$ cat src/rtl/ctrl_seq_fsm.sv
// Control sequencer for the sample rate converter: walks the allocation list per sample.
// Optional busy-cycle counter on cyc_cnt is enabled by defining SRC_SEQ_PERF_CNT_EN.
module ctrl_seq_fsm #(
  parameter int TAPS_W    = 6,
  parameter int ALLOC_W   = 3,
  parameter int ALLOC_MAX = 8
) (
  input  logic              clk,
  input  logic              rst,
  input  logic              start,
  input  logic              stop,
  input  logic              in_valid,
  output logic              in_ack,
  input  logic              out_ready,
  output logic              out_valid,
  input  logic [TAPS_W-1:0] tap_len,
  input  logic              alloc_last,
  input  logic              err_req,
  output logic [2:0]        fsm_state,
  output logic              ctrl_en,
  output logic              busy,
  output logic              seq_err,
  output logic [15:0]       cyc_cnt,
  output logic [3:0]        dbg_state
);

  // Low three bits of S1..S8 equal the decoder code; bit 3 marks the idle pair.
  localparam logic [3:0] ST_S1      = 4'b0000;
  localparam logic [3:0] ST_S2      = 4'b0001;
  localparam logic [3:0] ST_S3      = 4'b0010;
  localparam logic [3:0] ST_S4      = 4'b0011;
  localparam logic [3:0] ST_S5      = 4'b0100;
  localparam logic [3:0] ST_S6      = 4'b0101;
  localparam logic [3:0] ST_S7      = 4'b0110;
  localparam logic [3:0] ST_S8      = 4'b0111;
  localparam logic [3:0] ST_IDLE    = 4'b1000;
  localparam logic [3:0] ST_WAIT_IN = 4'b1001;

  logic [3:0]         state_q, state_d;
  logic [TAPS_W-1:0]  tap_len_q, tap_cnt_q;
  logic [ALLOC_W-1:0] alloc_idx_q;
  logic               alloc_last_q, err_req_q, stop_pend_q, ctrl_en_q;
  logic               idx_at_max, is_last;

  assign idx_at_max = (alloc_idx_q == ALLOC_W'(ALLOC_MAX - 1));
  assign is_last    = alloc_last_q || idx_at_max;
  assign dbg_state  = state_q;

  // Output handshake: a sample transfers on any cycle where out_valid and out_ready
  // are both high; out_valid stays up until then and ctrl_en marks that transfer cycle.
  assign ctrl_en = ctrl_en_q | (out_valid & out_ready);

  always_comb begin
    state_d = state_q;
    case (state_q)
      ST_IDLE:    if (start && !stop) state_d = ST_WAIT_IN;
      ST_WAIT_IN: begin
        if (stop || stop_pend_q) state_d = ST_IDLE;
        else if (in_valid)       state_d = ST_S7;
      end
      ST_S7:      state_d = ST_S1;
      ST_S1:      state_d = ST_S2;
      ST_S2:      state_d = (tap_len_q == '0) ? ST_S4 : ST_S3;
      ST_S3:      if (tap_cnt_q == TAPS_W'(1)) state_d = ST_S4;
      ST_S4: begin
        if (err_req_q)    state_d = ST_S5;
        else if (is_last) state_d = ST_S6;
        else              state_d = ST_S8;
      end
      ST_S5:      state_d = is_last ? ST_S6 : ST_S8;
      ST_S8:      state_d = ST_S1;
      ST_S6:      if (out_ready) state_d = ST_WAIT_IN;
      default:    state_d = ST_IDLE;
    endcase
  end

  always_ff @(posedge clk) begin
    if (rst) begin
      state_q      <= ST_IDLE;
      fsm_state    <= 3'b000;
      busy         <= 1'b0;
      ctrl_en_q    <= 1'b0;
      out_valid    <= 1'b0;
      in_ack       <= 1'b0;
      seq_err      <= 1'b0;
      stop_pend_q  <= 1'b0;
      tap_len_q    <= '0;
      tap_cnt_q    <= '0;
      alloc_idx_q  <= '0;
      alloc_last_q <= 1'b0;
      err_req_q    <= 1'b0;
    end else begin
      state_q     <= state_d;
      fsm_state   <= state_d[3] ? 3'b000 : state_d[2:0];
      busy        <= (state_d != ST_IDLE);
      ctrl_en_q   <= !state_d[3] && (state_d != ST_S6);
      out_valid   <= (state_d == ST_S6);
      in_ack      <= (state_q == ST_WAIT_IN) && (state_d == ST_S7);
      // A stop seen mid-sample is held until the sequencer is back at WAIT_IN.
      stop_pend_q <= (state_d != ST_IDLE) && (stop_pend_q || stop);
      case (state_q)
        ST_S7: alloc_idx_q <= '0;
        ST_S1: begin
          tap_len_q    <= tap_len;
          alloc_last_q <= alloc_last;
          err_req_q    <= err_req;
        end
        ST_S2: tap_cnt_q <= tap_len_q;
        ST_S3: tap_cnt_q <= tap_cnt_q - TAPS_W'(1);
        ST_S4: if (idx_at_max && !alloc_last_q) seq_err <= 1'b1;
        ST_S8: alloc_idx_q <= alloc_idx_q + ALLOC_W'(1);
        default: ;
      endcase
    end
  end

`ifdef SRC_SEQ_PERF_CNT_EN
  logic [15:0] perf_q, perf_inc;

  assign perf_inc = (perf_q == 16'hFFFF) ? perf_q : perf_q + 16'd1;

  always_ff @(posedge clk) begin
    if (rst) begin
      perf_q  <= '0;
      cyc_cnt <= '0;
    end else begin
      if (state_q == ST_WAIT_IN) perf_q <= '0;
      else if (!state_q[3])      perf_q <= perf_inc;
      if (out_valid && out_ready) cyc_cnt <= perf_inc;
    end
  end
`else
  assign cyc_cnt = '0;
`endif

endmodule
$ cat config.mk
export PLATFORM = sky130hd
export DESIGN_NAME = ctrl_seq_fsm
export DESIGN_NICKNAME = d
export VERILOG_FILES = /design/src/rtl/ctrl_seq_fsm.sv
export SDC_FILE = /design/constraint.sdc
export NUM_CORES = 1
export LEC_CHECK = 0
export CORE_ASPECT_RATIO = 1.5
export CORE_MARGIN = 2
export CORE_UTILIZATION = 35
export DETAILED_ROUTE_END_ITERATION = 8
export SKIP_LAST_GASP = 1
export SYNTH_ARGS = -nofsm -noshare
export SYNTH_HDL_FRONTEND = slang
export SYNTH_SLANG_ARGS = --single-unit
$ cat constraint.sdc
create_clock -name clk -period 2.15 [get_ports clk]
set_clock_uncertainty 0.2 [all_clocks]
set_input_delay 0.43 -clock clk [delete_from_list [all_inputs] [get_ports clk]]
set_output_delay 0.43 -clock clk [all_outputs]
set_load 0.05 [all_outputs]
==> out/results.txt, run 1 <==
Cell area after layout: 2050 um^2
Worst hold endpoint: alloc_idx_q[2]
Sequential Power Share: 46.7%
CTS tree: built
RSZ-0062 raised after global routing: no
Initial antenna violation count: 0
Power Density: 598 nW/um^2
Max cap viols: 0
HP Class: flip-flop to flip-flop
Crit-path max cell delay: 810 ps
Endpoints failing setup: 0
Crit path cell chain: clkdlybuf4s50_1
Worst Setup Slack, final: 96.3 ps
Filler instances: 445
Met2 Track Usage GR: 28.0%
Yosys cell types: 43
Fin crit period: 2050 ps
Hpwl dp: 2780 um
Die Y: 87.3 um
WL/cell: 13.4 um
RD Place Congestion: 0.813
Gr ovfl total: 0
Root buffer cell: clkbuf_8
I/O pin count: 42
Final Hold Viols: 0
Yosys reg bits: 30
Crit share post-route: 95.5%
Run status: finished, final reports clean
R2r startpoint: dbg_state[1]
Chip width: 59.5 um
Core area: 4500 um^2
Post-placement setup slack: -133 ps
Utilization after layout: 45.5%
CP bufs+invs: 1
Switching Power: 0.343 mW
Gr busiest metal: met2
Arr. time, crit path: 1420 ps
H-Tree Depth: 2
Mapped Area: 1620 um^2
First-pass GRT wire length: 6290 um
Critical Path Start: out_valid
CTS Buffer Depth: 2
Detail Route Antenna Nets: 0
Total number of vias: 1399
Number of global-route vias before repair: 1372
Leakage: 0.814 nW
Layout Nets: 247
DRT Pass-1 Iters: 4
Crit path launch type: flip-flop
Clk sinks: 30
Initial DRC Count: 32
Power Total: 1.23 mW
Top_reg_cell synth: dfxtp_1
FFs w/ async S/R, synth: 0%
N_diodes: 0
IO buf count: 25
Die Area: 5200 um^2
Avg Cell Area, Syn: 8.52 um^2
Total CTS buffers: 5
Post-cts sizing count: 0
Reg2Reg Depth: 5
Area Growth Syn to Fin: 26.7%
Worst hold stages: 2
Sequential share of the synthesized area: 37.1%
Critical Path RT: 1520 ps
Post-synthesis cell count: 190
Max Slew Vio Count: 0
Routed wire length: 3710 um
R2R Path End: stop_pend_q
EDFF count, synth: 0
Worst setup path class: flip-flop to output port
Largest net degree at the start of global routing: 21
Synthesis warning total: 0
Hold buffers post-CTS: 0
Switch share: 28.0%
Delay-heaviest family, CP: buffers and inverters
Routing usage on met1: 17.7%
Setup TNS: 0 ps
Post-CTS setup buffers: 0
Layout cell share with drive strength beyond 1: 16.2%
Max IR drop VDD: 362 uV
Critical path's slowest cell: clkdlybuf4s50_1
Initial Util: 35.9%
R2R setup slack: 160 ps
Total Routing Usage GR: 15.8%
Met3 GRT Util: 3.42%
Worst Path Max Fanout: 2
Hold_sp: alloc_idx_q[2]
Avg Vias per Cell: 5.07
Clk pwr share: 36.7%
Skew-Pair Late Insertion Delay: 280 ps
Logic pwr share: 16.7%
Crit path capture type: output port
Post-route DRC: 0
P_int: 0.883 mW
Cell Rows: 30
Worst-path clk slew: 60 ps
Worst-Margin Slew: 531 ps
Max Fclk: 487 MHz
Dpl cell area: 1970 um^2
Slew headroom: 64.5%
[synthesized netlist by cell type, drive strengths merged, types with 2 or more instances]
cell type,number,share of area (%)
clkbuf,4,0.93
buf,22,11
ha,4,3.1
dfxtp,30,37
a21oi,13,4.3
nand2b,2,0.77
or2,2,0.77
o21ba,3,1.9
nor4,3,1.2
nand2,12,2.8
inv,5,1.2
nand3,4,1.2
nor2,38,8.8
a21o,2,0.93
a211oi,2,0.93
mux2i,8,4.9
a41oi,3,1.6
o31ai,3,1.4
nor3,5,2.2
a211o,2,1.1
nor2b,4,1.7
a2111oi,2,2.2
nand4,2,0.77
nor4bb,2,1.2
[kinds of logic after synthesis]
logic type / Yosys count / synth area share, %
fa+ha+maj: 4 / 3.09
other cells: 1 / 0.232
flops: 30 / 37.1
simple gates: 79 / 24.2
compound gates: 36 / 17.2
buf+inv: 31 / 12.8
mux: 8 / 4.95
xor+xnor: 1 / 0.541
[per-layer routing]
layer,part of all wire (%),vias up
li1,-,704
met1,41,652
met2,54,37
met3,3.7,6
met4,1.6,0
met5,0,-
[through the flow]
stage / hold slack [ps] / cells
final: 257 / 276
after detailed placement: 252 / 270
after global placement: 248 / 270
after CTS: 261 / 276
after floorplan: 236 / 205
after global routing: 291 / 276
[cell type report]
| type | instances | area [um^2] | share of cell area (%) |
|---|---|---|---|
| Multi-Input combinational cell | 144 | 868 | 42.3 |
| Sequential cell | 30 | 601 | 29.3 |
| Timing Repair Buffer | 43 | 420 | 20.5 |
| Clock buffer | 6 | 82.6 | 4.03 |
| Tap cell | 48 | 60.1 | 2.93 |
| Inverter | 5 | 18.8 | 0.915 |
[state kept, by name (all words and copies together) (netlist names)]
register and count:
fsm_state 3, tap_len_q 6, out_valid 1, dbg_state 4
ctrl_en_q 1, alloc_idx_q 3, stop_pend_q 1, alloc_last_q 1
seq_err 1, tap_cnt_q 6, err_req_q 1, in_ack 1
busy 1
[placed cells by master (no fill, tap or decap), types with 3 or more instances in the layout]
| cell type | instances |
|---|---|
| nor2_1 | 38 |
| dfxtp_1 | 30 |
| buf_4 | 20 |
| clkdlybuf4s50_1 | 19 |
| conb_1 | 16 |
| nand2_1 | 12 |
| a21oi_1 | 12 |
| mux2i_1 | 8 |
| clkbuf_8 | 6 |
| inv_1 | 5 |
| nand3_1 | 4 |
| nor3_1 | 4 |
| ha_1 | 4 |
| buf_12 | 4 |
| nor2b_1 | 3 |
| nor4_1 | 3 |
| a41oi_1 | 3 |
| o31ai_1 | 3 |
[power groups by stage]
stage / clock network, mW / registers, mW / logic (mW)
5_1_grt: 0.478 / 0.572 / 0.219
3_3_place_gp: 0 / 0.584 / 0.203
3_5_place_dp: 0 / 0.584 / 0.204
2_1_floorplan: 0 / 0.597 / 0.149
4_1_cts: 0.458 / 0.572 / 0.205
6_report: 0.449 / 0.572 / 0.204
[how the worst max path moves through the flow]
| stage | to | slack [ps] | cells past startpoint |
|---|---|---|---|
| finish | out_valid | 100 | 1 |
| global route | alloc_idx_q[0] | 8 | 6 |
| CTS | out_valid | 90 | 1 |
| detailed placement | stop_pend_q | -130 | 6 |
| global placement | stop_pend_q | -90 | 6 |
| floorplan | ctrl_en_q | 70 | 6 |
Note: power is estimated with default switching activity, not from simulation.
==> inputs of run 2 (changes only) <==
CORE_MARGIN = not set   (was 2)
CTS_BUF_LIST = sky130_fd_sc_hd__clkbuf_8   (was not set)
==> run 2 against run 1 <==
  * The run now ends with DRC left
  * Combinational power fell by 2%
  * Clock-buffer cell count is the same
  * Non-clock buffer count down 6
  * First-iteration DRC count up 34%
  * Power up 0.64%
  * Clock power up 3%
  * Highest routed layer unchanged
==> out/results.txt, run 2 (synthesized netlist as in run 1, its figures left out) <==
Run status: finished with violations (was finished, final reports clean)
Failing checks: DRC
Die Area: 4910 um^2 (was 5200 um^2)
Chip width: 57.5 um (was 59.5 um)
First-pass GRT wire length: 5900 um (was 6290 um)
Critical Path Start: out_valid (unchanged)
Slew headroom: 65.8% (was 64.5%)
Crit path cell chain: clkdlybuf4s50_1 (unchanged)
Worst-path clk slew: 70 ps (was 60 ps)
I/O pin count: 42 (unchanged)
Critical Path RT: 1520 ps (about the same)
Worst setup path class: flip-flop to output port (unchanged)
Power Density: 613 nW/um^2 (was 598 nW/um^2)
Critical path's slowest cell: clkdlybuf4s50_1 (unchanged)
Total Routing Usage GR: 16.0% (was 15.8%)
Number of global-route vias before repair: 1271 (was 1372)
Initial Util: 37.5% (was 35.9%)
RD Place Congestion: 0.856 (was 0.813)
Hpwl dp: 2690 um (was 2780 um)
Arr. time, crit path: 1430 ps (was 1420 ps)
DRT Pass-1 Iters: 6 (was 4)
Leakage: 0.792 nW (was 0.814 nW)
N_diodes: 0 (unchanged)
Hold_sp: alloc_idx_q[1] (was alloc_idx_q[2])
Max cap viols: 0 (unchanged)
Cell Rows: 29 (was 30)
IO buf count: 25 (unchanged)
Max Slew Vio Count: 0 (unchanged)
R2r startpoint: dbg_state[1] (unchanged)
WL/cell: 13.1 um (was 13.4 um)
Root buffer cell: clkbuf_8 (unchanged)
Initial DRC Count: 43 (was 32)
Initial antenna violation count: 0 (unchanged)
Total CTS buffers: 5 (unchanged)
Crit-path max cell delay: 800 ps (was 810 ps)
Total number of vias: 1373 (was 1399)
Post-CTS setup buffers: 0 (unchanged)
Most frequent cells in the layout: 38 x nor2_1, 30 x dfxtp_1, 19 x clkdlybuf4s50_1, 16 x conb_1, 14 x buf_4 (was 38 x nor2_1, 30 x dfxtp_1, 20 x buf_4, 19 x clkdlybuf4s50_1, 16 x conb_1)
Largest net degree at the start of global routing: 14 (was 21)
CP bufs+invs: 1 (unchanged)
Area Growth Syn to Fin: 24.3% (was 26.7%)
Skew-Pair Late Insertion Delay: 290 ps (was 280 ps)
Post-route DRC: 1 (was 0)
Layout cell share with drive strength beyond 1: 14.3% (was 16.2%)
Gr ovfl total: 0 (unchanged)
Max IR drop VDD: 576 uV (was 362 uV)
Placed Cells: 262 (was 270)
Final Hold Viols: 0 (unchanged)
Hold buffers post-CTS: 0 (unchanged)
Post-cts sizing count: 0 (unchanged)
Post-route insts no fill: 270 (was 276)
Crit path capture type: output port (unchanged)
Max Fclk: 485 MHz (was 487 MHz)
CTS Buffer Depth: 2 (unchanged)
Fin crit period: 2060 ps (was 2050 ps)
Delay-heaviest family, CP: buffers and inverters (unchanged)
H-Tree Depth: 2 (unchanged)
Avg Vias per Cell: 5.09 (was 5.07)
Detail Route Antenna Nets: 0 (unchanged)
Setup TNS: 0 ps (unchanged)
Worst Path Max Fanout: 2 (unchanged)
Crit share post-route: 96.0% (was 95.5%)
Crit path launch type: flip-flop (unchanged)
CTS tree: built (unchanged)
Routed wire length: 3530 um (was 3710 um)
Core area: 4320 um^2 (was 4500 um^2)
RSZ-0062 raised after global routing: no (unchanged)
Clk sinks: 30 (unchanged)
Worst-Margin Slew: 512 ps (was 531 ps)
Layout Nets: 241 (was 247)
Endpoints failing setup: 0 (unchanged)
Hold slack: 258 ps (was 257 ps)
HP Class: flip-flop to flip-flop (unchanged)
Die Y: 85.3 um (was 87.3 um)
Commonest non-fill, non-tap cell in the layout: nor2_1 (unchanged)
## run 2: cell types whose count changed in the layout (fill, tap and decap cells not counted), sizes merged
cell    previous run  this run
inv                5         6
clkinv             0         1
buf               24        18
## run 2: through the flow
| stage | total power, mW | setup WS [ps] | utilization [%] | cell area [um^2] |
|---|---|---|---|---|
| finish | 1.23 | 86.1 | 46.6 | 2010 |
| global route | 1.28 | 55.5 | 46.6 | 2010 |
| CTS | 1.25 | 75.8 | 46.6 | 2010 |
| detailed placement | 0.783 | -87.6 | 44.5 | 1920 |
| global placement | 0.783 | -69.9 | 44.5 | 1920 |
| floorplan | 0.746 | 74.7 | - | 1680 |
## run 2: worst reg2reg max path, stage by stage (launching register included)
cell and delay (ps):
dfxtp_1 600, nor2b_2 150, nand3_1 110, a21oi_1 120, a2111oi_4 480, a211oi_1 130
## run 2: final timing paths
path	end	slack [ps]	cells past startpoint
min	alloc_idx_q[1]	260	2
min reg2reg	alloc_idx_q[1]	260	2
max	out_valid	90	1
max reg2reg	stop_pend_q	230	5
## run 2: where the power goes
part / internal (mW) / switching [mW] / leakage (nW)
Combinational: 0.0675 / 0.132 / 0.498
Clock: 0.253 / 0.210 / 0.0524
Sequential: 0.564 / 0.00633 / 0.242
## run 2: layer usage
metal | routed length (um) | track usage, % | share of wire [%]
met2 | 1880 | 28.3 | 53
met4 | 85 | 8.65 | 2.4
met1 | 1420 | 17.0 | 40
met5 | 0 | 0 | 0
met3 | 148 | 3.81 | 4.2
## run 2: cell type report
| type | count | area, um^2 |
|---|---|---|
| inverters | 5 | 18.8 |
| clock inverters | 2 | 8.76 |
| multi-input cells | 144 | 868 |
| repair buffers | 37 | 375 |
| well taps | 46 | 57.6 |
| fillers | 418 | 2310 |
| flip-flops and latches | 30 | 601 |
| clock buffers | 6 | 82.6 |
==> inputs of run 3 (changes only) <==
CTS_CLUSTER_SIZE = 40   (was not set)
PLACE_DENSITY = 0.71   (was not set)
==> run 3 against run 2 <==
  * The run still ends with DRC left
  * Flip-flop and latch count unchanged
  * Sequential power about the same
  * First-iteration DRC count decreased by 51%
  * Via count down 0.44%
  * Global-route usage is 0.79 points lower
==> out/results.txt, run 3 (synthesized netlist as in run 1, its figures left out) <==
CTS Buffer Depth: 2 (unchanged)
Critical Path RT: 1520 ps (about the same)
R2r startpoint: dbg_state[1] (unchanged)
Crit path capture type: output port (unchanged)
Number of global-route vias before repair: 1288 (was 1271)
Placed Cells: 262 (unchanged)
WL/cell: 13.0 um (was 13.1 um)
DRT Pass-1 Iters: 6 (unchanged)
Detail Route Antenna Nets: 0 (unchanged)
Crit path depth: 1 (unchanged)
Hold slack: 259 ps (was 258 ps)
Area Growth Syn to Fin: 25.3% (was 24.3%)
Run status: finished with violations (unchanged)
Skew-Pair Late Insertion Delay: 270 ps (was 290 ps)
CP bufs+invs: 1 (unchanged)
Initial antenna violation count: 0 (unchanged)
Post-route DRC: 2 (was 1)
Endpoints failing setup: 0 (unchanged)
Worst hold stages: 2 (unchanged)
Clk sinks: 30 (unchanged)
Leakage: 0.790 nW (was 0.792 nW)
Layout Nets: 241 (unchanged)
Worst-path clk slew: 60 ps (was 70 ps)
Initial DRC Count: 21 (was 43)
Post-route insts no fill: 268 (was 270)
Max Slew Vio Count: 0 (unchanged)
Routed wire length: 3480 um (was 3530 um)
Critical path's slowest cell: clkdlybuf4s50_1 (unchanged)
Fin crit period: 2040 ps (was 2060 ps)
First-pass GRT wire length: 5740 um (was 5900 um)
Setup TNS: 0 ps (unchanged)
Post-cts sizing count: 0 (unchanged)
H-Tree Depth: 2 (unchanged)
Root buffer cell: clkbuf_8 (unchanged)
I/O pin count: 42 (unchanged)
Commonest non-fill, non-tap cell in the layout: nor2_1 (unchanged)
Power Density: 595 nW/um^2 (was 613 nW/um^2)
R2R setup slack: 170 ps (was 230 ps)
Delay-heaviest family, CP: buffers and inverters (unchanged)
Worst hold endpoint: alloc_idx_q[1] (unchanged)
Hpwl dp: 2660 um (was 2690 um)
Chip width: 57.5 um (unchanged)
Crit share post-route: 95.1% (was 96.0%)
Failing checks: DRC (unchanged)
Arr. time, crit path: 1410 ps (was 1430 ps)
Total Routing Usage GR: 15.2% (was 16.0%)
Post-CTS setup buffers: 0 (unchanged)
Slew headroom: 65.5% (was 65.8%)
Power Total: 1.21 mW (was 1.23 mW)
HP Class: flip-flop to flip-flop (unchanged)
IO buf count: 25 (unchanged)
Initial Util: 37.5% (unchanged)
Largest net degree at the start of global routing: 21 (was 14)
Layout cell share with drive strength beyond 1: 14.0% (was 14.3%)
Max IR drop VDD: 366 uV (was 576 uV)
Core area: 4320 um^2 (unchanged)
RD Place Congestion: 0.888 (was 0.856)
Max Fclk: 489 MHz (was 485 MHz)
Worst setup path class: flip-flop to output port (unchanged)
Hold buffers post-CTS: 0 (unchanged)
Total number of vias: 1367 (was 1373)
Die Y: 85.3 um (unchanged)
Worst-Margin Slew: 516 ps (was 512 ps)
Utilization after layout: 47.0% (was 46.6%)
Avg Vias per Cell: 5.10 (was 5.09)
Crit path cell chain: clkdlybuf4s50_1 (unchanged)
Reg2Reg Depth: 5 (unchanged)
Crit-path max cell delay: 800 ps (about the same)
Worst Path Max Fanout: 2 (unchanged)
N_diodes: 0 (unchanged)
Cell Rows: 29 (unchanged)
Hold_sp: alloc_idx_q[1] (unchanged)
Final Hold Viols: 0 (unchanged)
Die Area: 4910 um^2 (unchanged)
Gr ovfl total: 0 (unchanged)
Total CTS buffers: 5 (unchanged)
R2R Path End: stop_pend_q (unchanged)
Crit path launch type: flip-flop (unchanged)
Max cap viols: 0 (unchanged)
Most frequent cells in the layout: 38 x nor2_1, 30 x dfxtp_1, 19 x clkdlybuf4s50_1, 16 x conb_1 (was 38 x nor2_1, 30 x dfxtp_1, 19 x clkdlybuf4s50_1, 16 x conb_1, 14 x buf_4)
RSZ-0062 raised after global routing: no (unchanged)
CTS tree: built (unchanged)
-- run 3: changes by cell type in the layout (fill, tap and decap cells not counted) --
cell | previous run | this run
buf_12 | 4 | 6
buf_4 | 14 | 12
clkinv_2 | 1 | 0
inv_1 | 6 | 5
-- run 3: through the flow --
step / area, um^2 / worst slack (ps)
after CTS: 2030 / 92.1
final: 2030 / 106
after floorplan: 1680 / 74.7
after global placement: 1950 / -66.6
after detailed placement: 1950 / -104
after global routing: 2030 / 41.2
-- run 3: cell type report --
type / count / area (um^2)
Fill cell: 425 / 2290
Sequential cell: 30 / 601
Timing Repair Buffer: 37 / 400
Tap cell: 46 / 57.6
Clock buffer: 6 / 82.6
Multi-Input combinational cell: 144 / 868
Inverter: 5 / 18.8
-- run 3: how the worst max path moves through the flow --
stage / start / slack (ps) / end
floorplan: dbg_state[1] / 70 / ctrl_en_q
global placement: stop / -70 / stop_pend_q
detailed placement: stop / -100 / stop_pend_q
CTS: out_valid / 90 / out_valid
global route: dbg_state[2] / 40 / stop_pend_q
finish: out_valid / 110 / out_valid
-- run 3: report_power, final --
part / switching, mW / internal, mW
Combinational: 0.130 / 0.0708
Sequential: 0.00935 / 0.565
Clock: 0.187 / 0.246
-- run 3: layer usage --
metal  GRT usage (%)  share of wire, %  vias to the layer above
met4            10.4               5.0                        0
met2            26.8                51                       43
met1            16.0                40                      617
met5               0                 0                        -
li1                -                 -                      692
met3            2.44               3.8                       15
